File: src/rtl/uart_tx_arbiter.sv
// uart_tx_arbiter
// Shares one UART transmit byte channel between N_REQ producers. Requesters are
// served one byte at a time in round-robin order. A single holding register
// keeps the byte on UART_TX until the UART consumes it. tx_count records
// completed bytes and wraps at 2^CNT_W.
//
// Optional build macro: UART_TX_ARB_LOCK_EN
//   Adds the req_last input. After a byte completes with req_last=0, the grant
//   stays with the same requester until a byte with req_last=1 completes, so
//   multi-byte messages reach the UART unbroken.
//
// state  | meaning
// S_IDLE | nothing held; choose a requester and accept its byte this cycle
// S_SEND | byte held on UART_TX with valid high; wait for UART_TX_ready

module uart_tx_arbiter #(
  parameter int N_REQ = 2,
  parameter int CNT_W = 16,
  localparam int GW = (N_REQ > 1) ? $clog2(N_REQ) : 1
) (
  input  logic               CLK,
  input  logic               RESET,
  input  logic [N_REQ-1:0]   req_valid,
  input  logic [8*N_REQ-1:0] req_data,
`ifdef UART_TX_ARB_LOCK_EN
  input  logic [N_REQ-1:0]   req_last,
`endif
  output logic [N_REQ-1:0]   req_ready,
  output logic [7:0]         UART_TX,
  output logic               UART_TX_valid,
  input  logic               UART_TX_ready,
  output logic [GW-1:0]      grant_id,
  output logic               busy,
  output logic [CNT_W-1:0]   tx_count
);

  typedef enum logic {
    S_IDLE = 1'b0,
    S_SEND = 1'b1
  } state_t;

  state_t             r_state;
  state_t             w_state_nxt;
  logic [GW-1:0]      r_last_grant;
  logic [GW-1:0]      r_grant;
  logic [7:0]         r_tx;
  logic [CNT_W-1:0]   r_count;

  logic               w_any;
  logic [GW-1:0]      w_pick;
  logic [7:0]         w_byte;
  logic               w_accept;
  logic               w_complete;
  logic [N_REQ-1:0]   w_ready;

`ifdef UART_TX_ARB_LOCK_EN
  logic               r_lock;
  logic               r_lock_last;
`endif

  // Index base+step, reduced modulo N_REQ without a divider (step <= N_REQ).
  function automatic logic [GW-1:0] rr_index(input logic [GW-1:0] base, input int step);
    int s;
    s = int'(base) + step;
    if (s >= N_REQ) s = s - N_REQ;
    return GW'(s);
  endfunction

  // Round-robin search starting just after the last completed grant; a held
  // lock restricts eligibility to the current owner.
  always_comb begin
    w_any  = 1'b0;
    w_pick = '0;
    for (int k = 1; k <= N_REQ; k++) begin
      if (!w_any && req_valid[rr_index(r_last_grant, k)]) begin
        w_any  = 1'b1;
        w_pick = rr_index(r_last_grant, k);
      end
    end
`ifdef UART_TX_ARB_LOCK_EN
    if (r_lock) begin
      w_any  = req_valid[r_grant];
      w_pick = r_grant;
    end
`endif
  end

  assign w_byte = req_data[{w_pick, 3'b000} +: 8];

  // State register.
  always_ff @(posedge CLK or posedge RESET) begin
    if (RESET) r_state <= S_IDLE;
    else       r_state <= w_state_nxt;
  end

  // Next state plus the accept/complete strobes and the combinational ready.
  always_comb begin
    w_state_nxt = r_state;
    w_accept    = 1'b0;
    w_complete  = 1'b0;
    w_ready     = '0;
    case (r_state)
      S_IDLE: begin
        if (w_any) begin
          w_accept        = 1'b1;
          w_ready[w_pick] = 1'b1;
          w_state_nxt     = S_SEND;
        end
      end
      S_SEND: begin
        if (UART_TX_ready) begin
          w_complete  = 1'b1;
          w_state_nxt = S_IDLE;
        end
      end
      default: w_state_nxt = S_IDLE;
    endcase
  end

  // Holding register and owner index, loaded on accept and stable in SEND.
  always_ff @(posedge CLK or posedge RESET) begin
    if (RESET) begin
      r_tx    <= 8'h00;
      r_grant <= '0;
    end else if (w_accept) begin
      r_tx    <= w_byte;
      r_grant <= w_pick;
    end
  end

  // Round-robin pointer and byte counter advance only when the UART takes a byte.
  always_ff @(posedge CLK or posedge RESET) begin
    if (RESET) begin
      r_last_grant <= GW'(N_REQ - 1);
      r_count      <= '0;
    end else if (w_complete) begin
      r_last_grant <= r_grant;
      r_count      <= r_count + CNT_W'(1);
    end
  end

`ifdef UART_TX_ARB_LOCK_EN
  // Message lock: remember req_last of the held byte, lock on completion if the
  // message is not finished.
  always_ff @(posedge CLK or posedge RESET) begin
    if (RESET) begin
      r_lock      <= 1'b0;
      r_lock_last <= 1'b1;
    end else begin
      if (w_accept)   r_lock_last <= req_last[w_pick];
      if (w_complete) r_lock      <= ~r_lock_last;
    end
  end
`endif

  // Valid and busy come straight from the state flop so reset drops them at once.
  assign UART_TX_valid = (r_state == S_SEND);
  assign busy          = (r_state == S_SEND);
  assign UART_TX       = r_tx;
  assign grant_id      = r_grant;
  assign tx_count      = r_count;
  assign req_ready     = w_ready;

endmodule

File: config.mk
export PLATFORM = sky130hd
export DESIGN_NAME = uart_tx_arbiter
export DESIGN_NICKNAME = d
export VERILOG_FILES = /design/src/rtl/uart_tx_arbiter.sv
export SDC_FILE = /design/constraint.sdc
export NUM_CORES = 1
export LEC_CHECK = 0
export CORE_MARGIN = 4
export CORE_UTILIZATION = 42
export CTS_CLUSTER_SIZE = 8
export DETAILED_ROUTE_END_ITERATION = 12
export GPL_TIMING_DRIVEN = 1
export PLACE_DENSITY = 0.77
export SYNTH_ARGS = -nofsm -noshare
export SYNTH_HDL_FRONTEND = slang
export SYNTH_SLANG_ARGS = --single-unit
File: constraint.sdc
create_clock -name CLK -period 1.7 [get_ports CLK]
set_clock_uncertainty 0.05 [all_clocks]
set_input_delay 0.17 -clock CLK [delete_from_list [all_inputs] [get_ports CLK]]
set_output_delay 0.17 -clock CLK [all_outputs]
set_load 0.02 [all_outputs]
**Yosys cells after proc, flatten, opt, wreduce, memory -nomap -nowiden**

Cells that the tools add are included.

- Shifts and indexed selects: 1
- $add $sub $neg: 5
- Reduce and logical (&&, ||, !) cells: 3
- Muxes and demuxes: 20
- Bitwise gates (word level): 1
- Order comparisons: 6

Operators with widths:

| cell | count |
|---|---|
| 16-bit by 1-bit adder with 16-bit output, second input constant | 1 |
| 1-bit two-way mux | 16 |
| 16-bit by 5-bit indexed part select with 8-bit output | 1 |
| 1-bit by 2-bit < comparator with 1-bit output, second input constant | 3 |
| 2-bit two-way mux | 2 |
| 1-bit by 2-bit adder with 3-bit output, second input constant | 1 |
| 3-bit by 2-bit >= comparator with 1-bit output, second input constant | 1 |
| 1-bit by 1-bit adder with 2-bit output, second input constant | 1 |
| 2-bit >= comparator, second input constant | 1 |
| 1-bit logical AND | 2 |
| 1-bit case mux with 2 select lines | 1 |
| 1-bit subtractor, second input constant | 2 |
| 1-bit demux with 1-bit select | 1 |
| 1-bit >= comparator, second input constant | 1 |
| 1-bit zero test | 1 |
| 1-bit inverter | 1 |

- Input bits: 21
- Register bits after elaboration: 27

**Depth between registers and ports, before layout**

Gate-level depths: netlist of the first run.

- Depth after elaboration: 15
- Depth in mapped cells: 5

**Worst setup path after synthesis of the first run**

Ideal clock, no wire load.

- Path type: reg2reg
- Start: register r_count[0] (netlist: tx_count[0])
- End: register r_count[14] (netlist: tx_count[14])
- Clock period less this slack: 1.550 ns
- Cell stages (with the launch flop): 6
- Buffers on the path: 0
- Slack: 0.150 ns
- Data arrival time: 1.371 ns
- Setup time: 0.129 ns
- Cell sequence: dfrtp_1 ha_1 and3_2 nor3b_4 nand4_1 xnor2_1

- Word-level cells in the longest chain between the ends: 1

RTL lines:

| element | RTL line | text |
|---|---|---|
| start: declaration | 47 | `logic [CNT_W-1:0] r_count;` |
| start signal: assignment | 138 | `r_count <= r_count + CNT_W'(1);` |
| 16-bit by 1-bit adder with 16-bit output | 138 |  |

No other way between the ends.
A chain may end at the register's enable or synchronous reset.

**Worst setup path in the final report of the first run**

- Start: register r_count[1] (netlist: tx_count[1])
- End: output port tx_count[1]

RTL lines:

| element | RTL line | text |
|---|---|---|
| end: declaration | 34 | `output logic [CNT_W-1:0] tx_count` |

No word-level cell between the ends.

==> impl_metrics.yaml, run 1 <==
layout:
  insertedDiodeCount: 0
  fill_cells: 232
  nets: 184
  drive_gt1_share_pct: 14.9
  seq_area_um2: 678
  multi_input_area_um2: 529
  fin_util_pct: 65.8
  area_growth_pct: 48.3
sta:
  hold_viol_final: 0
  drv_slew: 0
  max_slew.worst_pin.slew_ns: 0.335
  final.period_utilization_pct: 95.2
  fmax_mhz: 618
  setup_viol: 0
  max_slew_margin_pct: 77.6
  fin_crit_ns: 1.62
clocking:
  clk_pin_slew_worst_paths_ns: 0.14
  cts_tree: "done"
  cts-buffers-inserted: 3
  clock_latency_ns: 0.32
  cts_num_sinks: 27
  clock_path_buffers: 2
  cts_root_buf: "clkbuf_4"
  h-tree-depth: 1
die:
  io_pins: 50
  design.core.area_um2: 2780
  rows: 19
  start_util_pct: 44.4
  dieHeight_um: 62.2
  chipWidth_um: 62.2
  fp.dieArea_um2: 3870
synthesis:
  synth_edf_count: 0
  synth_fp_nets: 127
  synth_warnings: 0
  yosysTopAreaCell: "dfrtp_1"
  ys.flop_type: "dfrtp_1"
  yosysMostFrequentCell: "dfrtp_1"
  syn_inst: 105
  synthArstFlopShare_pct: 100
  synth_commonest_cells: "dfrtp_1, nand2_1, mux2i_1, o21ai_0, xor2_1"
  synth_area_per_cell_um2: 11.7
  yosys.area.top_type_share_pct: 52.7
  synth-seq-cells: 27
  seq_area_frac_synth_pct: 54.9
  synthTopCellsByArea: "dfrtp_1, mux2i_1, xor2_1, xnor2_1, o21ai_0"
  ys_types: 29
  syn_area_um2: 1230
route:
  totalWireLength_mm: 2.84
  vias: 954
  firstDrtPassIters: 4
  ant_nets: 0
  drcViolationCount: 0
  drtIter0Drc: 27
  wire_per_inst_um: 14.8
  vias_per_cell: 4.97
critical_path:
  max_stage_delay_ns: 0.63
  crit-reg2reg-launch: "UART_TX_valid"
  crit_path_max_fanout: 5
  path_delay_family: "buffers and inverters"
  critPathKind: "reg2out"
  critPathSlowestCell: "clkdlybuf4s50_1"
  crit_chain: "clkdlybuf4s50_1"
  critPathRequiredTime_ns: 1.48
  worstReg2RegEnd: "tx_count[15]"
  crit_buf_inv: 1
  r2r_cells: 5
  startpoint: "tx_count[1]"
  cp.depth: 1
  cp.arrival_ns: 1.40
  r2r_setup_slack_ns: 0.13
  worstSetupEndpointType: "output port"
  crit_path_start_kind: "flop"
power:
  internal-power_mw: 1.25
  vdd_drop_max_mv: 0.969
  swShare_pct: 35.2
  power_frac_clock_pct: 14.4
  total_power_mw: 1.93
  power.switching_uw: 680
  combinationalPowerShare_pct: 38.4
  leakage_nw: 0.923
  p_seq_share_pct: 47.2
  powerDensity_nw_per_um2: 1060
placed_design:
  dp_hpwl_mm: 2.20
  port_buffers: 49
  place_congestion: 0.766
outcome:
  status: "finished clean"
global_route:
  grt_max_degree: 28
  antenna_found_initial: 0
  grt_pass1_wl_mm: 5.00
  grt_use_total_pct: 15.8
  grt_pass1_vias: 1002
  grt_remaining_overflow: 0
job:
  maxCapViolations: 0
hold_path:
  hold_class: "in2async"
==> registers in the layout (all words and copies together), names as in the netlist <==
register       count
tx_count          16
UART_TX            8
UART_TX_valid      1
grant_id           1
r_last_grant       1
==> how the worst max path moves through the flow <==
stage / end
global route: tx_count[1]
global placement: req_ready[0]
detailed placement: req_ready[0]
CTS: req_ready[1]
finish: tx_count[1]
floorplan: tx_count[14]
==> routing by layer <==
metal,GRT usage (%),up-vias,share of wire [%]
met5,0,-,0
li1,-,478,-
met2,26.2,23,53
met3,3.60,4,4.3
met1,19.7,449,42
met4,6.50,0,1.5
==> cell type report <==
type	instances	share of cell area [%]
Timing Repair Buffer	56	30.0
Sequential cell	27	37.1
Inverter	2	0.410
Tap cell	31	2.12
Multi-Input combinational cell	72	28.9
Clock buffer	4	1.44
==> cells in the final DEF (no fill, tap or decap), types with 4 or more instances in the layout <==
cell	Yosys	layout
xnor2_1	7	7
buf_4	1	8
xor2_1	8	8
and3_1	5	5
nand4_1	5	5
nand2_1	9	9
clkdlybuf4s50_1	0	40
dfrtp_1	26	25
mux2i_1	8	8
o21ai_0	8	8
nand3_1	4	4
dlymetal6s2s_1	0	6
==> metrics by stage <==
| stage | worst slack, ns | cells | instance area (µm²) | TNS [ns] | hold slack [ns] |
|---|---|---|---|---|---|
| after floorplan | 0.150 | 105 | 1230 | 0 | 0.172 |
| after global placement | -0.146 | 188 | 1800 | -0.264 | 0.411 |
| after detailed placement | -0.181 | 188 | 1800 | -0.395 | 0.416 |
| after CTS | 0.00818 | 192 | 1820 | 0 | 0.142 |
| after global routing | -0.000190 | 192 | 1830 | -0.000190 | 0.146 |
| final | 0.0817 | 192 | 1830 | 0 | 0.133 |
==> timing repair <==
item / in CTS / in global routing
setup buffers: 0 / 0
hold buffers: 0 / 0
endpoints found under the setup margin: 3 / 9
resized for setup: 7 / 9
==> power groups by stage <==
stage | Combinational, mW | Clock (mW) | Sequential (mW)
final | 0.742 | 0.278 | 0.912
after global routing | 0.798 | 0.330 | 0.941
after CTS | 0.757 | 0.286 | 0.911
after detailed placement | 0.761 | 0 | 0.922
after global placement | 0.740 | 0 | 0.916
after floorplan | 0.231 | 0 | 1.05
==> cells by family after synthesis <==
| logic type | count (synthesis) | synth area share [%] |
|---|---|---|
| AOI/OAI and AO/OA | 11 | 5.38 |
| xor gates and xnor gates | 15 | 10.6 |
| adders and majority gates | 1 | 1.01 |
| buffers and inverters | 6 | 2.23 |
| DFF | 27 | 54.9 |
| muxes | 10 | 8.32 |
| and+or+nand+nor | 35 | 17.5 |
(Power assumes the default switching activity.)
==> run 2, diff against run 1 <==
--- a/config.mk
+++ b/config.mk
@@ -7,6 +7,7 @@
 export LEC_CHECK = 0
 export CORE_MARGIN = 4
 export CORE_UTILIZATION = 42
+export CTS_CLUSTER_DIAMETER = 200
 export CTS_CLUSTER_SIZE = 8
 export DETAILED_ROUTE_END_ITERATION = 12
 export GPL_TIMING_DRIVEN = 1
==> results of run 2 <==
No change in the layout: final DEF, timing and power equal those of run 1.
